`src/rtl/fetch_pkg.sv`:
```
// Shared widths, constants and the pair-advance helper for the instruction fetch buffer.
package fetch_pkg;
    localparam int unsigned INSTR_W = 32;
    localparam int unsigned ADDR_W  = 32;

    typedef logic [INSTR_W-1:0] instr_t;
    typedef logic [ADDR_W-1:0]  addr_t;

    localparam instr_t BUBBLE_INSTR = 32'h0;
    localparam addr_t  PC_STEP      = 32'd4;

    // Entries released by one scheduler advance: a full pair, or whatever is left.
    function automatic logic [1:0] pair_pop(input logic [31:0] occ);
        return (occ >= 32'd2) ? 2'd2 : occ[1:0];
    endfunction
endpackage

```
`src/rtl/fetch_ring_buffer.sv`:
```
// DEPTH-entry instruction ring: one write port, two read ports at rd_ptr and rd_ptr+1.
module fetch_ring_buffer
    import fetch_pkg::*;
#(
    parameter int unsigned DEPTH = 8
) (
    input  logic                   clk,
    input  logic                   rst,
    input  logic                   flush,
    input  logic                   push,
    input  logic [INSTR_W-1:0]     push_data,
    input  logic [1:0]             pop_count,
    output logic [INSTR_W-1:0]     instruction0,
    output logic [INSTR_W-1:0]     instruction1,
    output logic [$clog2(DEPTH):0] occupancy
);
    localparam int unsigned PTR_W = $clog2(DEPTH);
    localparam int unsigned CNT_W = PTR_W + 1;

    logic [INSTR_W-1:0] storage [DEPTH];
    logic [PTR_W-1:0]   rd_ptr;
    logic [PTR_W-1:0]   wr_ptr;
    logic [PTR_W-1:0]   rd_ptr_next;
    logic [CNT_W-1:0]   occ;

    // NOTE: storage is deliberately not reset; occ alone decides which entries are visible.
    always_ff @(posedge clk) begin
        if (push) begin
            storage[wr_ptr] <= push_data;
        end
    end

    // NOTE: state registers use non-blocking assignments so all of them sample pre-edge values.
    always_ff @(posedge clk or negedge rst) begin
        if (!rst) begin
            rd_ptr <= '0;
            wr_ptr <= '0;
            occ    <= '0;
        end else if (flush) begin
            rd_ptr <= '0;
            wr_ptr <= '0;
            occ    <= '0;
        end else begin
            if (push) begin
                wr_ptr <= wr_ptr + PTR_W'(1);
            end
            rd_ptr <= rd_ptr + PTR_W'(pop_count);
            occ    <= occ + CNT_W'(push) - CNT_W'(pop_count);
        end
    end

    assign rd_ptr_next  = rd_ptr + PTR_W'(1);
    assign instruction0 = (occ != '0)          ? storage[rd_ptr]      : BUBBLE_INSTR;
    assign instruction1 = (occ >= CNT_W'(2))   ? storage[rd_ptr_next] : BUBBLE_INSTR;
    assign occupancy    = occ;
endmodule

```
`src/rtl/fetch_pair_buffer.sv`:
```
// Credit-limited in-order instruction fetch feeding a two-wide scheduler, with redirect flush.
module fetch_pair_buffer
    import fetch_pkg::*;
#(
    parameter int unsigned       DEPTH           = 8,
    parameter int unsigned       MAX_OUTSTANDING = 2,
    parameter logic [ADDR_W-1:0] RESET_PC        = 32'h0
) (
    input  logic                   clk,
    input  logic                   rst,
    output logic                   imem_req,
    output logic [ADDR_W-1:0]      imem_addr,
    input  logic                   imem_gnt,
    input  logic                   imem_rvalid,
    input  logic [INSTR_W-1:0]     imem_rdata,
    input  logic                   redirect,
    input  logic [ADDR_W-1:0]      redirect_pc,
    input  logic                   freeze1,
    input  logic                   freeze2,
    output logic [INSTR_W-1:0]     instruction0,
    output logic [INSTR_W-1:0]     instruction1,
    output logic                   nothing_filled,
    output logic [$clog2(DEPTH):0] occupancy
);
    localparam int unsigned CNT_W = $clog2(DEPTH) + 1;
    localparam int unsigned SUM_W = CNT_W + 1;

    if (DEPTH < 4 || (DEPTH & (DEPTH - 1)) != 0) begin : g_bad_depth
        $error("fetch_pair_buffer: DEPTH must be a power of two and at least 4");
    end
    if (MAX_OUTSTANDING < 1 || MAX_OUTSTANDING > DEPTH) begin : g_bad_outstanding
        $error("fetch_pair_buffer: MAX_OUTSTANDING must lie in 1..DEPTH");
    end

    logic [ADDR_W-1:0] pc;
    logic [CNT_W-1:0]  inflight;
    logic [CNT_W-1:0]  discard;
    logic [SUM_W-1:0]  credit_used;
    logic              accept;
    logic              push;
    logic [1:0]        pop_count;

    // Credits count every word already held plus every word still owed by memory.
    assign credit_used = SUM_W'(occupancy) + SUM_W'(inflight);
    assign imem_req    = rst && !redirect
                         && (credit_used < SUM_W'(DEPTH))
                         && (inflight < CNT_W'(MAX_OUTSTANDING));
    assign imem_addr   = pc;
    assign accept      = imem_req && imem_gnt;
    assign push        = imem_rvalid && !redirect && (discard == '0);

    always_comb begin
        // NOTE: default assigned first so every path drives pop_count and no latch is inferred.
        pop_count = 2'd0;
        if (!freeze1 && !freeze2 && !redirect) begin
            pop_count = pair_pop(32'(occupancy));
        end
    end

    always_ff @(posedge clk or negedge rst) begin
        if (!rst) begin
            pc       <= RESET_PC;
            inflight <= '0;
            discard  <= '0;
        end else begin
            inflight <= inflight + CNT_W'(accept) - CNT_W'(imem_rvalid);
            if (redirect) begin
                pc      <= redirect_pc;
                // inflight already includes words owed to earlier redirects: all of it is now stale.
                discard <= inflight - CNT_W'(imem_rvalid);
            end else begin
                if (accept) begin
                    pc <= pc + PC_STEP;
                end
                if (imem_rvalid && (discard != '0)) begin
                    discard <= discard - CNT_W'(1);
                end
            end
        end
    end

    fetch_ring_buffer #(
        .DEPTH(DEPTH)
    ) u_ring (
        .clk         (clk),
        .rst         (rst),
        .flush       (redirect),
        .push        (push),
        .push_data   (imem_rdata),
        .pop_count   (pop_count),
        .instruction0(instruction0),
        .instruction1(instruction1),
        .occupancy   (occupancy)
    );

    assign nothing_filled = (occupancy == '0);
endmodule

```
`config.mk`:
```
export PLATFORM = sky130hd
export DESIGN_NAME = fetch_pair_buffer
export DESIGN_NICKNAME = d
export VERILOG_FILES = /design/src/rtl/fetch_pkg.sv /design/src/rtl/fetch_ring_buffer.sv /design/src/rtl/fetch_pair_buffer.sv
export SDC_FILE = /design/constraint.sdc
export NUM_CORES = 1
export LEC_CHECK = 0
export BUFFER_PORTS_ARGS = -buffer_cell sky130_fd_sc_hd__buf_2
export CAP_MARGIN = 20
export CORE_AREA = 3 3 169 171
export DETAILED_ROUTE_END_ITERATION = 8
export DIE_AREA = 0 0 172 174
export PLACE_DENSITY = 0.78
export SETUP_SLACK_MARGIN = 0.1
export SLEW_MARGIN = 20
export SYNTH_ARGS = -nofsm -noshare
export SYNTH_HDL_FRONTEND = slang
export SYNTH_SLANG_ARGS = --single-unit
```
`constraint.sdc`:
```
create_clock -name clk -period 7.1 [get_ports clk]
set_clock_uncertainty 0.15 [all_clocks]
set_input_delay 1.42 -clock clk [delete_from_list [all_inputs] [get_ports clk]]
set_output_delay 1.42 -clock clk [all_outputs]
set_load 0.1 [all_outputs]
```
Yosys cells after proc, flatten, opt, wreduce, memory -nomap -nowiden
Memory sizes are Yosys's and may differ from the RTL's.
Cells that the tools add are included.
{ "op_classes": {"add_sub_neg": 11, "n_lt_le_gt_ge": 4, "n_mux": 14, "n_reduce_logical": 19} }
{ "op_table": {"columns": ["op", "n"], "rows": [
  ["$mux 32", 4],
  ["$add 32x3->32 const B", 1],
  ["$mux 4", 3],
  ["$logic_and 1x1->1", 9],
  ["$mux 3", 3],
  ["$add 4x1->4", 2],
  ["$ge 4x2->1 const B", 2],
  ["$logic_not 4->1", 2],
  ["$reduce_bool 4->1", 2],
  ["$sub 4x1->4", 2],
  ["$add 3x1->3 const B", 2],
  ["$reduce_bool 2->1", 3],
  ["$add 4x4->5", 1],
  ["$lt 5x4->1 const B", 1],
  ["$lt 4x2->1 const B", 1],
  ["$mux 2", 2],
  ["$sub 4x1->4 const B", 1],
  ["$sub 4x2->4", 1],
  ["$add 3x2->3", 1],
  ["$logic_not 1->1", 3],
  ["$mux 1", 2]
]} }
{ "totals": {"ff_bits": 50, "ram_bits": 256, "input_bits": 71, "out_inout_bits": 102, "wordCells": 55, "memories": 1} }
{ "mem_list": {"columns": ["name", "words", "width", "read_ports", "rd_clocked_by_memory_dff", "wr", "line", "source"], "rows": [
  ["u_ring.storage", 8, 32, 2, 0, 1, "fetch_ring_buffer.sv:20", "logic [INSTR_W-1:0] storage [DEPTH];"]
]} }

Logic depth before layout (Yosys ltp)
Gate-level depths: netlist (run 1).
{ "depth": {"ltp_word": 7, "depth_mapped": 15, "mapped_depth_nobuf": 13} }

Hierarchy
From an unflattened synthesis (run 1), not the netlist that was laid out.
{ "hier_totals": {"cells_unflattened": 1013, "area_unflattened_um2": 15222.1} }
{ "modules_own_cells": {"columns": ["module", "instances", "cells_each", "area_per_inst_um2"], "rows": [
  ["fetch_ring_buffer", 1, 735, 12654.6],
  ["fetch_pair_buffer", 1, 278, 2567.5]
]} }

Worst setup path before layout (run 1)
OpenSTA, ideal clock, no wires.
{ "synth_timing": {"path_type": "register to output", "from": "register u_ring.occ[2] (netlist: u_ring.occupancy[2])", "to": "output port instruction0[22]", "arrival_time_ps": 3693, "required_time_ps": 5530, "setup_slack_ps": 1837, "path_stages_with_launch": 6, "cell_sequence": "dfrtp_1 -> inv_1 -> ha_1 -> nor3b_1 -> clkbuf_1 -> nor2_1"} }
{ "synth_via": {"elab_chain_cells": 2} }
{ "synth_lines": {"columns": ["item", "line", "source"], "rows": [
  ["start, declared", "fetch_ring_buffer.sv:24", "logic [CNT_W-1:0] occ;"],
  ["start signal, assigned", "fetch_ring_buffer.sv:48", "occ <= occ + CNT_W'(push) - CNT_W'(pop_count);"],
  ["$reduce_bool 4->1", "fetch_ring_buffer.sv:53", "assign instruction0 = (occ != '0) ? storage[rd_ptr] : BUBBLE_INSTR;"],
  ["$mux 32", "fetch_ring_buffer.sv:53", null],
  ["end, declared", "fetch_pair_buffer.sv:20", "output logic [INSTR_W-1:0] instruction0,"]
]} }
No other way between the ends.

Worst setup path in the final report (run 1)
{ "layout_timing": {"from": "register u_ring.rd_ptr[0]", "to": "output port instruction0[31]"} }
{ "layout_via": {"elab_chain_cells": 2} }
{ "layout_lines": {"columns": ["item", "line", "source"], "rows": [
  ["start, declared", "fetch_ring_buffer.sv:21", "logic [PTR_W-1:0] rd_ptr;"],
  ["start signal, assigned", "fetch_ring_buffer.sv:47", "rd_ptr <= rd_ptr + PTR_W'(pop_count);"],
  ["$mem_v2 8x32", null, null],
  ["$mux 32", "fetch_ring_buffer.sv:53", null]
]} }
No other way between the ends.

==> metrics.md, run 1 <==
| Metric | Value |
|---|---|
| Outcome | `complete, no violations` |
| Via count | `9303` |
| Startpoint types | `register` |
| CTS Buffer Depth | `3` |
| Synth Warn # | `0` |
| Setup tns final | `0 ns` |
| CTS resizes | `0` |
| Lkg Pwr | `6.00 nW` |
| Die Width | `172 um` |
| Worst hold path type | `reg -> reg` |
| # setup viols final | `0` |
| Antenna viol nets, final | `0` |
| Top Ports | `173` |
| Final #Nets | `1211` |
| Dominant cell type by area after synthesis | `edfxtp_1` |
| Critical path type | `reg -> out` |
| Worst-Skew Late Latency | `0.55 ns` |
| DIE AREA | `29900 um2` |
| Reg area | `8940 um2` |
| Initial antenna violation count | `3` |
| Placed inst area | `16200 um2` |
| Max Slew Vio Count | `0` |
| Finished Cell Area | `17100 um2` |
| Crit-path cells | `buf_4, buf_6, mux4_2, mux2i_1, nor2_1, buf_2` |
| Vias in the first global route | `9589` |
| RSZ-0062 raised after global routing | `false` |
| Residual DRC | `0` |
| Cell Count, Final, Fillers Out | `1475` |
| Synth Flop Type | `edfxtp_1` |
| Setup crit end kind | `primary output` |
| Initial DRC Count | `1061` |
| Top cell type's share of synthesized area | `51.6%` |
| Clock tree from TritonCTS | `done` |
| Post-Syn Nets | `1042` |
| FF+latch count, synth | `306` |
| R2r worst-path depth | `12` |
| Crit-path max FO | `72` |
| GP Congestion | `0.836` |
| GR Overflow Total | `0` |
| Vias per inst | `6.31` |
| Hold Path Depth | `1` |
| Largest net degree at the start of global routing | `73` |
| # port buffers | `172` |
| Share of layout cells above drive strength 1 | `34.4%` |
| Root buffer cell | `clkbuf_16` |
| Final HPWL DP | `21.7 mm` |
| Number of synthesized flops with an enable pin | `256` |
| Worst EP arrival | `3.62 ns` |
| Ranking of synthesized cells by area | `edfxtp_1 (52%), mux4_2 (19%), dfrtp_1 (8.4%)` |
| TritonCTS Buffers | `31` |
| Worst-Margin Slew | `1.01 ns` |
| Mapped cell area | `14900 um2` |
| Synth unique cells | `50` |
| Fmax | `0.193 GHz` |
| Initial Util | `55.1%` |
| H-tree Lvls | `1` |
| Total power | `0.00548 W` |
| # rows | `60` |
| Post-cts hold buffer count | `0` |
| Worst-path clk slew | `0.06 ns` |
| Fillers | `1962` |
| Cells after synthesis | `944` |
| Total of max-cap violations | `0` |
| Final hold vios | `0` |
| Power density over cell area | `320 nW/um2` |
| CP max stage delay | `0.71 ns` |
| Clk sinks | `306` |
| Drt wl/cell | `24.0 um` |
| Required time of the critical path | `5.53 ns` |
| Min Tclk post-route | `5.19 ns` |
| Peak supply drop | `0.000306 V` |
| Syn_area_per_cell | `15.8 um2` |
| Gr usage total | `23.9%` |
| First-pass GRT wire length | `55.3 mm` |
| Area Growth Syn to Fin | `15.1%` |
| Placed cell count | `1421` |
| Die height | `174 um` |
| Area occupied by multi-input gates | `5680 um2` |
| Slowest-stage cell, CP | `buf_6` |
| Sequential share of the synthesized area | `60.0%` |
| Post-CTS Setup Repair Bufs | `0` |
| Drt pass-1 iters | `5` |
| Rel. slew slack | `32.6%` |
| Final wirelength | `35.5 mm` |
| Core Region | `27000 um2` |
| Fin crit share | `73.1%` |
| Post-synth ARST share | `16.3%` |
-- state kept, by name, indices dropped and copies added, names as in the netlist --
| signal | count |
|---|---|
| discard | 4 |
| imem_addr | 32 |
| inflight | 4 |
| u_ring.occupancy | 4 |
| u_ring.rd_ptr | 3 |
| u_ring.storage | 256 |
| u_ring.wr_ptr | 3 |
-- final cells by class --
| class | count | area share (%) |
|---|---|---|
| Timing Repair Buffer | 194 | 6.01 |
| Clock buffer | 43 | 4.79 |
| Tap cell | 341 | 2.49 |
| Multi-Input combinational cell | 550 | 33.2 |
| Antenna cell | 1 | 0.0146 |
| Inverter | 30 | 0.657 |
| Sequential cell | 306 | 52.2 |
| Clock inverter | 10 | 0.722 |
-- Yosys cell counts (5+ instances only) --
library cell,instances
nor4_1,6
buf_1,7
inv_1,30
nand3_1,13
xor2_1,9
nor2b_1,5
nand2_1,103
ha_1,24
mux2i_1,36
xnor2_1,8
nand4_1,14
o211ai_1,7
buf_2,19
a21o_1,6
nor2_1,60
edfxtp_1,256
mux4_2,128
clkbuf_1,28
or3_1,6
a21oi_1,43
o21ai_0,13
a221o_1,8
o31a_1,5
dfrtp_1,50
nor3_1,8
-- power breakdown --
group / switching (W) / internal (W) / total (W)
Combinational: 0.00152 / 0.000344 / 0.00186
Sequential: 0.0000658 / 0.00201 / 0.00207
Clock: 0.000638 / 0.000907 / 0.00154
Total: 0.00222 / 0.00326 / 0.00548
-- through the flow --
stage,setup slack [ns],hold slack (ns),util (%)
2_1_floorplan,1.84,0.351,-
5_1_grt,1.62,0.394,63.4
3_3_place_gp,2.18,0.336,59.9
4_1_cts,1.52,0.373,63.4
3_5_place_dp,2.12,0.358,59.9
6_report,1.91,0.368,63.4
-- critical path, delay by kind of cell (launching register included) --
family	cells	cell delay, ns
simple gates	1	0.10
mux	2	0.74
buf+inv	3	1.75
flops	1	0.42
-- routing by layer --
layer	wire length, um	track usage (%)	part of all wire [%]
met4	822	5.82	2.3
met5	25	0	0.070
met2	18100	40.4	51
met3	2490	2.93	7.0
met1	14000	33.6	39
-- layout by cell type, fill, tap and decap left out, types with 8 or more instances in the layout --
| cell type | synthesis | routed |
|---|---|---|
| clkbuf_1 | 28 | 12 |
| clkbuf_16 | 0 | 31 |
| buf_2 | 19 | 172 |
| o21ai_0 | 13 | 13 |
| mux2i_1 | 36 | 36 |
| buf_4 | 0 | 21 |
| mux4_2 | 128 | 128 |
| nand3_1 | 13 | 13 |
| xor2_1 | 9 | 8 |
| nand2_1 | 103 | 103 |
| inv_1 | 30 | 30 |
| dfrtp_1 | 50 | 47 |
| edfxtp_1 | 256 | 256 |
| a221o_1 | 8 | 8 |
| nor2_1 | 60 | 54 |
| a21oi_1 | 43 | 41 |
| nand4_1 | 14 | 14 |
| ha_1 | 24 | 23 |
-- final timing paths --
check                                             end  slack, ns                           from
min reg2reg                  imem_addr[0]$_DFFE_PN0P_       0.37       imem_addr[0]$_DFFE_PN0P_
max reg2reg                     inflight[2]$_DFF_PN0_       2.96  u_ring.occupancy[1]$_DFF_PN0_
max in group asynchronous  u_ring.rd_ptr[0]$_DFF_PN0_       5.35                            rst
max                                  instruction0[31]       1.91     u_ring.rd_ptr[0]$_DFF_PN0_
min in group asynchronous    imem_addr[4]$_DFFE_PN0N_       0.93                            rst
min                          imem_addr[0]$_DFFE_PN0P_       0.37       imem_addr[0]$_DFFE_PN0P_
-- kinds of logic (layout without fill, tap and decap cells) --
family                   after synthesis  count (layout)  share of synthesized area [%]
adder cells (fa/ha/maj)               27              27                           2.42
buffers and inverters                 88             277                           2.58
AO/OA/AOI/OAI                         98              98                           4.27
XOR/XNOR                              17              17                           1.00
AND/OR/NAND/NOR                      242             242                           7.79
flip-flops                           306             306                           60.0
other                                  0               1                              0
multiplexers                         166             166                           21.9
Power figures use the tool's default switching activity.
==> inputs of run 2 (changes only) <==
==> constraint.sdc (replaced) <==
create_clock -name clk -period 4.85 [get_ports clk]
set_clock_uncertainty 0.15 [all_clocks]
set_input_delay 0.97 -clock clk [delete_from_list [all_inputs] [get_ports clk]]
set_output_delay 0.97 -clock clk [all_outputs]
set_load 0.1 [all_outputs]
==> metrics.md, run 2 (synthesized netlist as in run 1, its figures left out) <==
| Metric | Value |
|---|---|
| Outcome | `complete, no violations` |
| Vias per inst | `6.42` |
| Vias in the first global route | `9922` |
| GP Congestion | `0.830` |
| Reg area | `8940 um2` |
| Initial antenna violation count | `1` |
| Drt pass-1 iters | `5` |
| Rel. slew slack | `33.8%` |
| WL met2 | `18.2 mm` |
| Area occupied by multi-input gates | `5680 um2` |
| Max Slew Vio Count | `0` |
| TritonCTS Buffers | `34` |
| Gr usage total | `24.1%` |
| Clk sinks | `306` |
| Setup tns final | `0 ns` |
| GR Overflow Total | `0` |
| Worst-path clk slew | `0.06 ns` |
| Most common cell after layout, fill and taps aside | `edfxtp_1` |
| Total power | `0.00816 W` |
| Initial DRC Count | `1012` |
| Setup crit end kind | `primary output` |
| RSZ-0062 raised after global routing | `false` |
| Clock tree from TritonCTS | `done` |
| # setup viols final | `0` |
| Highest Signal Layer | `met5` |
| Via count | `9526` |
| Area Growth Syn to Fin | `16.0%` |
| Drt wl/cell | `24.1 um` |
| Min Tclk post-route | `4.18 ns` |
| Largest register FFs | `256` |
| R2r worst-path depth | `12` |
| Core Region | `27000 um2` |
| Post-cts hold buffer count | `0` |
| Final wirelength | `35.8 mm` |
| Share of layout cells above drive strength 1 | `34.9%` |
| Total of max-cap violations | `0` |
| DIE AREA | `29900 um2` |
| Worst-Margin Slew | `0.993 ns` |
| # rows | `60` |
| Worst hold path type | `reg -> reg` |
| H-tree Lvls | `2` |
| Top Ports | `173` |
| Largest Register | `u_ring.storage` |
| Startpoint types | `register` |
| Final hold vios | `0` |
| Hold Path Depth | `1` |
| Crit-path max FO | `20` |
| Fin crit share | `86.2%` |
| First-pass GRT wire length | `55.8 mm` |
| Initial Util | `55.1%` |
| Worst-Skew Late Latency | `0.50 ns` |
| Final HPWL DP | `22.3 mm` |
| Die height | `174 um` |
| Peak supply drop | `0.000484 V` |
| Met3 routed WL | `2.61 mm` |
| Fmax | `0.239 GHz` |
| CTS resizes | `0` |
| Residual DRC | `0` |
| Largest net degree at the start of global routing | `130` |
| # port buffers | `172` |
| Power density over cell area | `472 nW/um2` |
| Final #Nets | `1215` |
| Fillers | `1939` |
| Antenna viol nets, final | `0` |
| Post-CTS Setup Repair Bufs | `0` |
| Critical path type | `reg -> out` |
| Die Width | `172 um` |
| Root buffer cell | `clkbuf_16` |
| Lkg Pwr | `6.06 nW` |
| Worst EP arrival | `3.06 ns` |
| CTS Buffer Depth | `3` |
| Met1 wire length | `13.9 mm` |
| Required time of the critical path | `3.73 ns` |
| Most frequent cells in the layout | `edfxtp_1 (256), buf_2 (172), mux4_2 (128)` |
run 2: changes by cell type in the layout (fill, tap and decap cells not counted):
cell        delta
bufinv_16      -2
clkinv_4       -1
clkbuf_16      +4
clkinv_8       +2
buf_4          -1
clkinvlp_4     +1
inv_6          +1
clkinv_1       +6
buf_12         +3
clkinv_2       +2
buf_6          -1
clkbuf_1       -6
run 2: worst max-delay path: stages (launching register included):
cell,delay [ns]
dfrtp_2,0.73
xor2_4,0.65
buf_4,0.34
nand2_1,0.10
a21oi_1,0.24
buf_2,0.48
run 2: metrics by stage:
stage / util (%) / setup WS (ns) / hold WS [ns] / instance area (um2) / instances
after floorplan: - / 0.0366 / 0.351 / 14900 / 944
after global placement: 60.1 / 1.17 / 0.338 / 16200 / 1422
after detailed placement: 60.1 / 1.11 / 0.347 / 16200 / 1422
after CTS: 63.9 / 0.588 / 0.363 / 17300 / 1482
after global routing: 63.9 / 0.486 / 0.380 / 17300 / 1482
final: 63.9 / 0.670 / 0.358 / 17300 / 1483
run 2: worst paths after layout:
kind,slack [ns],startpoint,end
worst max-delay path,0.67,u_ring.rd_ptr[2]$_DFF_PN0_,instruction1[11]
worst min-delay path,0.36,imem_addr[0]$_DFFE_PN0P_,imem_addr[0]$_DFFE_PN0P_
worst max register to register,1.33,u_ring.occupancy[3]$_DFF_PN0_,inflight[2]$_DFF_PN0_
worst min register to register,0.36,imem_addr[0]$_DFFE_PN0P_,imem_addr[0]$_DFFE_PN0P_
max in group asynchronous,3.51,rst,u_ring.rd_ptr[0]$_DFF_PN0_
min in group asynchronous,0.51,rst,imem_addr[13]$_DFFE_PN0N_
run 2: power by group:
group | switching, W | leakage, nW | internal (W)
sequential | 0.0000981 | 2.91 | 0.00294
combinational | 0.00222 | 2.65 | 0.000512
clock | 0.00100 | 0.502 | 0.00138
total | 0.00333 | 6.06 | 0.00483
run 2: cell type report:
type,instances,share of cell area (%)
Antenna cell,1,0.0145
Multi-Input combinational cell,550,32.9
Clock buffer,41,5.20
Inverter,30,0.652
Sequential cell,306,51.8
Tap cell,341,2.47
Clock inverter,19,0.789
Timing Repair Buffer,195,6.20
run 2: routing by layer:
| layer | up-vias | GRT usage [%] |
|---|---|---|
| li1 | 4097 | - |
| met1 | 4888 | 32.6 |
| met2 | 458 | 40.7 |
| met3 | 81 | 4.23 |
| met4 | 2 | 6.99 |
| met5 | - | 0 |
==> inputs of run 3 (changes only) <==
--- a/config.mk
+++ b/config.mk
@@ -7,12 +7,13 @@
 export LEC_CHECK = 0
 export BUFFER_PORTS_ARGS = -buffer_cell sky130_fd_sc_hd__buf_2
 export CAP_MARGIN = 20
-export CORE_AREA = 3 3 169 171
+export CORE_AREA = 3 3 171 173
 export DETAILED_ROUTE_END_ITERATION = 8
-export DIE_AREA = 0 0 172 174
+export DIE_AREA = 0 0 174 176
 export PLACE_DENSITY = 0.78
-export SETUP_SLACK_MARGIN = 0.1
+export SETUP_SLACK_MARGIN = 0.3
 export SLEW_MARGIN = 20
 export SYNTH_ARGS = -nofsm -noshare
 export SYNTH_HDL_FRONTEND = slang
+export SYNTH_HIERARCHICAL = 1
 export SYNTH_SLANG_ARGS = --single-unit
==> metrics.md, run 3 <==
| Metric | Value |
|---|---|
| Via count | `9752` |
| Synth Flop Type | `edfxtp_1` |
| Vias per inst | `6.20` |
| Ranking of synthesized cells by area | `edfxtp_1 (51%), dfrtp_1 (8.2%), mux2_2 (7.5%)` |
| # rows | `61` |
| Final hold vios | `0` |
| CP max stage delay | `0.82 ns` |
| Ant. Diodes | `0` |
| Slowest-stage cell, CP | `dfrtp_4` |
| Total of max-cap violations | `0` |
| Largest net degree at the start of global routing | `120` |
| DIE AREA | `30600 um2` |
| GP Congestion | `0.806` |
| Synth unique cells | `62` |
| CTS Buffer Depth | `3` |
| Outcome | `complete, no violations` |
| Syn_area_per_cell | `15.0 um2` |
| Commonest cells post-synth | `edfxtp_1 (256), mux2_2 (101), dfrtp_1 (50)` |
| Vias in the first global route | `9928` |
| Cells after synthesis | `1013` |
| Area Growth Syn to Fin | `15.8%` |
| Worst-Margin Slew | `0.987 ns` |
| Final HPWL DP | `21.9 mm` |
| Drt wl/cell | `22.3 um` |
| Number of synthesized flops with an enable pin | `256` |
| Worst-path clk slew | `0.06 ns` |
| Fin crit share | `89.9%` |
| FF+latch count, synth | `306` |
| Die Width | `174 um` |
| Worst EP arrival | `3.24 ns` |
| Rel. slew slack | `34.2%` |
| Final wirelength | `35.2 mm` |
| Worst hold path type | `reg -> reg` |
| Mapped cell area | `15200 um2` |
| GR Overflow Total | `0` |
| Residual DRC | `0` |
| Top cell type's share of synthesized area | `50.5%` |
| Post-synth ARST share | `16.3%` |
| Worst-Skew Late Latency | `0.50 ns` |
| Cell Count, Final, Fillers Out | `1574` |
| Lkg Pwr | `6.33 nW` |
| Post-cts hold buffer count | `0` |
| Crit-path max FO | `46` |
| Dominant cell type by area after synthesis | `edfxtp_1` |
| Power density over cell area | `472 nW/um2` |
| Max Slew Vio Count | `0` |
| Sequential share of the synthesized area | `58.7%` |
| Root buffer cell | `clkbuf_16` |
| Clk sinks | `306` |
| Setup tns final | `0 ns` |
| Die height | `176 um` |
| Drt pass-1 iters | `5` |
| Clock tree from TritonCTS | `done` |
| Hold wc startpoint | `imem_addr[0]$_DFFE_PN0P_` |
| Critical path type | `reg -> out` |
| Most common cell after layout, fill and taps aside | `edfxtp_1` |
| Reg-to-Reg Start | `discard[0]$_DFFE_PN0P_` |
| Min Tclk post-route | `4.36 ns` |
| Total power | `0.00832 W` |
| TritonCTS Buffers | `34` |
| Top Ports | `173` |
| # port buffers | `172` |
| # setup viols final | `0` |
| Core Region | `27800 um2` |
| Count leader, synth | `edfxtp_1` |
| Initial Util | `54.8%` |
| First-pass GRT wire length | `55.3 mm` |
| RSZ-0062 raised after global routing | `false` |
| Gr usage total | `22.9%` |
| H-tree Lvls | `2` |
| Startpoint types | `register` |
| Required time of the critical path | `3.73 ns` |
| Most frequent cells in the layout | `edfxtp_1 (256), buf_2 (172), mux2_2 (101)` |
| Synth Warn # | `6` |
| Worst Setup SP | `u_ring/rd_ptr[0]$_DFF_PN0_` |
| Fmax | `0.229 GHz` |
| Initial DRC Count | `819` |
| Placed cell count | `1517` |
| Largest Register | `u_ring/storage` |
| Crit-path cells | `ha_4, xor2_1, a21boi_4, buf_4, a22o_1, buf_2` |
| Placed inst area | `16600 um2` |
| Final core utilization | `63.4%` |
| Share of layout cells above drive strength 1 | `37.0%` |
| Post-Syn Nets | `1110` |
| Antenna viol nets, final | `0` |
| Final #Nets | `1272` |
| Finished Cell Area | `17600 um2` |
| Setup crit end kind | `primary output` |
| Initial antenna violation count | `2` |
| Fillers | `2052` |
| Peak supply drop | `0.000291 V` |
| Largest register FFs | `256` |
-- run 3: cell count changes after synthesis, sizes merged, moves of 32 or more --
cell	previous run	this run
nor2b	5	38
a21oi	43	11
a22o	0	32
nor3	8	41
mux2	2	101
nand2	103	33
o22ai	0	32
mux2i	36	3
mux4	128	64
nor2	60	23
-- run 3: kinds of logic (layout without fill, tap and decap cells) --
logic type | Yosys count | after routing | synth area share, %
flip-flops | 306 | 306 | 58.7
AND/OR/NAND/NOR | 206 | 206 | 7.36
AO/OA/AOI/OAI | 193 | 193 | 8.98
multiplexers | 168 | 168 | 17.7
buffers and inverters | 99 | 282 | 4.06
adder cells (fa/ha/maj) | 26 | 26 | 2.29
XOR/XNOR | 15 | 15 | 0.863
-- run 3: repair_timing --
item,CTS,global route
gates resized for setup,0,1
buffers inserted,0,0
setup endpoints to repair,0,2
-- run 3: layout make-up --
class | count | area [um2] | share of cell area [%]
clock inverters | 15 | 126 | 0.717
flip-flops and latches | 306 | 8940 | 50.7
repair buffers | 196 | 1120 | 6.35
well taps | 378 | 473 | 2.68
inverters | 29 | 109 | 0.618
multi-input cells | 608 | 5930 | 33.7
clock buffers | 42 | 922 | 5.23
-- run 3: per-layer routing --
metal	global-route usage (%)	vias to the layer above	part of all wire, %
li1	-	4397	-
met1	30.6	4861	41
met2	38.7	432	49
met3	4.71	58	7.8
met4	6.27	4	2.0
met5	0	-	0.077
-- run 3: metrics by stage --
stage / hold WS (ns) / setup slack, ns
after detailed placement: 0.352 / 0.982
final: 0.376 / 0.490
after global routing: 0.386 / 0.350
after floorplan: 0.351 / 0.584
after global placement: 0.337 / 1.05
after CTS: 0.367 / 0.447
-- run 3: path summary, 6_finish.rpt --
path                       cells after the start                         endpoint  slack [ns]
max                                            6                 instruction1[31]        0.49
min                                            1         imem_addr[0]$_DFFE_PN0P_        0.38
max reg2reg                                    7  u_ring/storage[6][29]$_DFFE_PP_        1.21
min reg2reg                                    1         imem_addr[0]$_DFFE_PN0P_        0.38
max in group asynchronous                      2       u_ring/rd_ptr[0]$_DFF_PN0_        3.56
min in group asynchronous                      2        imem_addr[29]$_DFFE_PN0N_        0.47
-- run 3: power by group --
part | internal (W) | total [W] | switching [W]
registers | 0.00294 | 0.00303 | 0.0000921
logic | 0.000557 | 0.00287 | 0.00232
clock network | 0.00145 | 0.00242 | 0.000968
total | 0.00495 | 0.00832 | 0.00338
-- run 3: critical path: cells and delay by family, from the launching register on --
kind            cells  cell delay (ns)
compound gates      2             0.49
xor+xnor            1             0.28
fa+ha+maj           1             0.22
buf+inv             2             0.92
flops               1             0.82
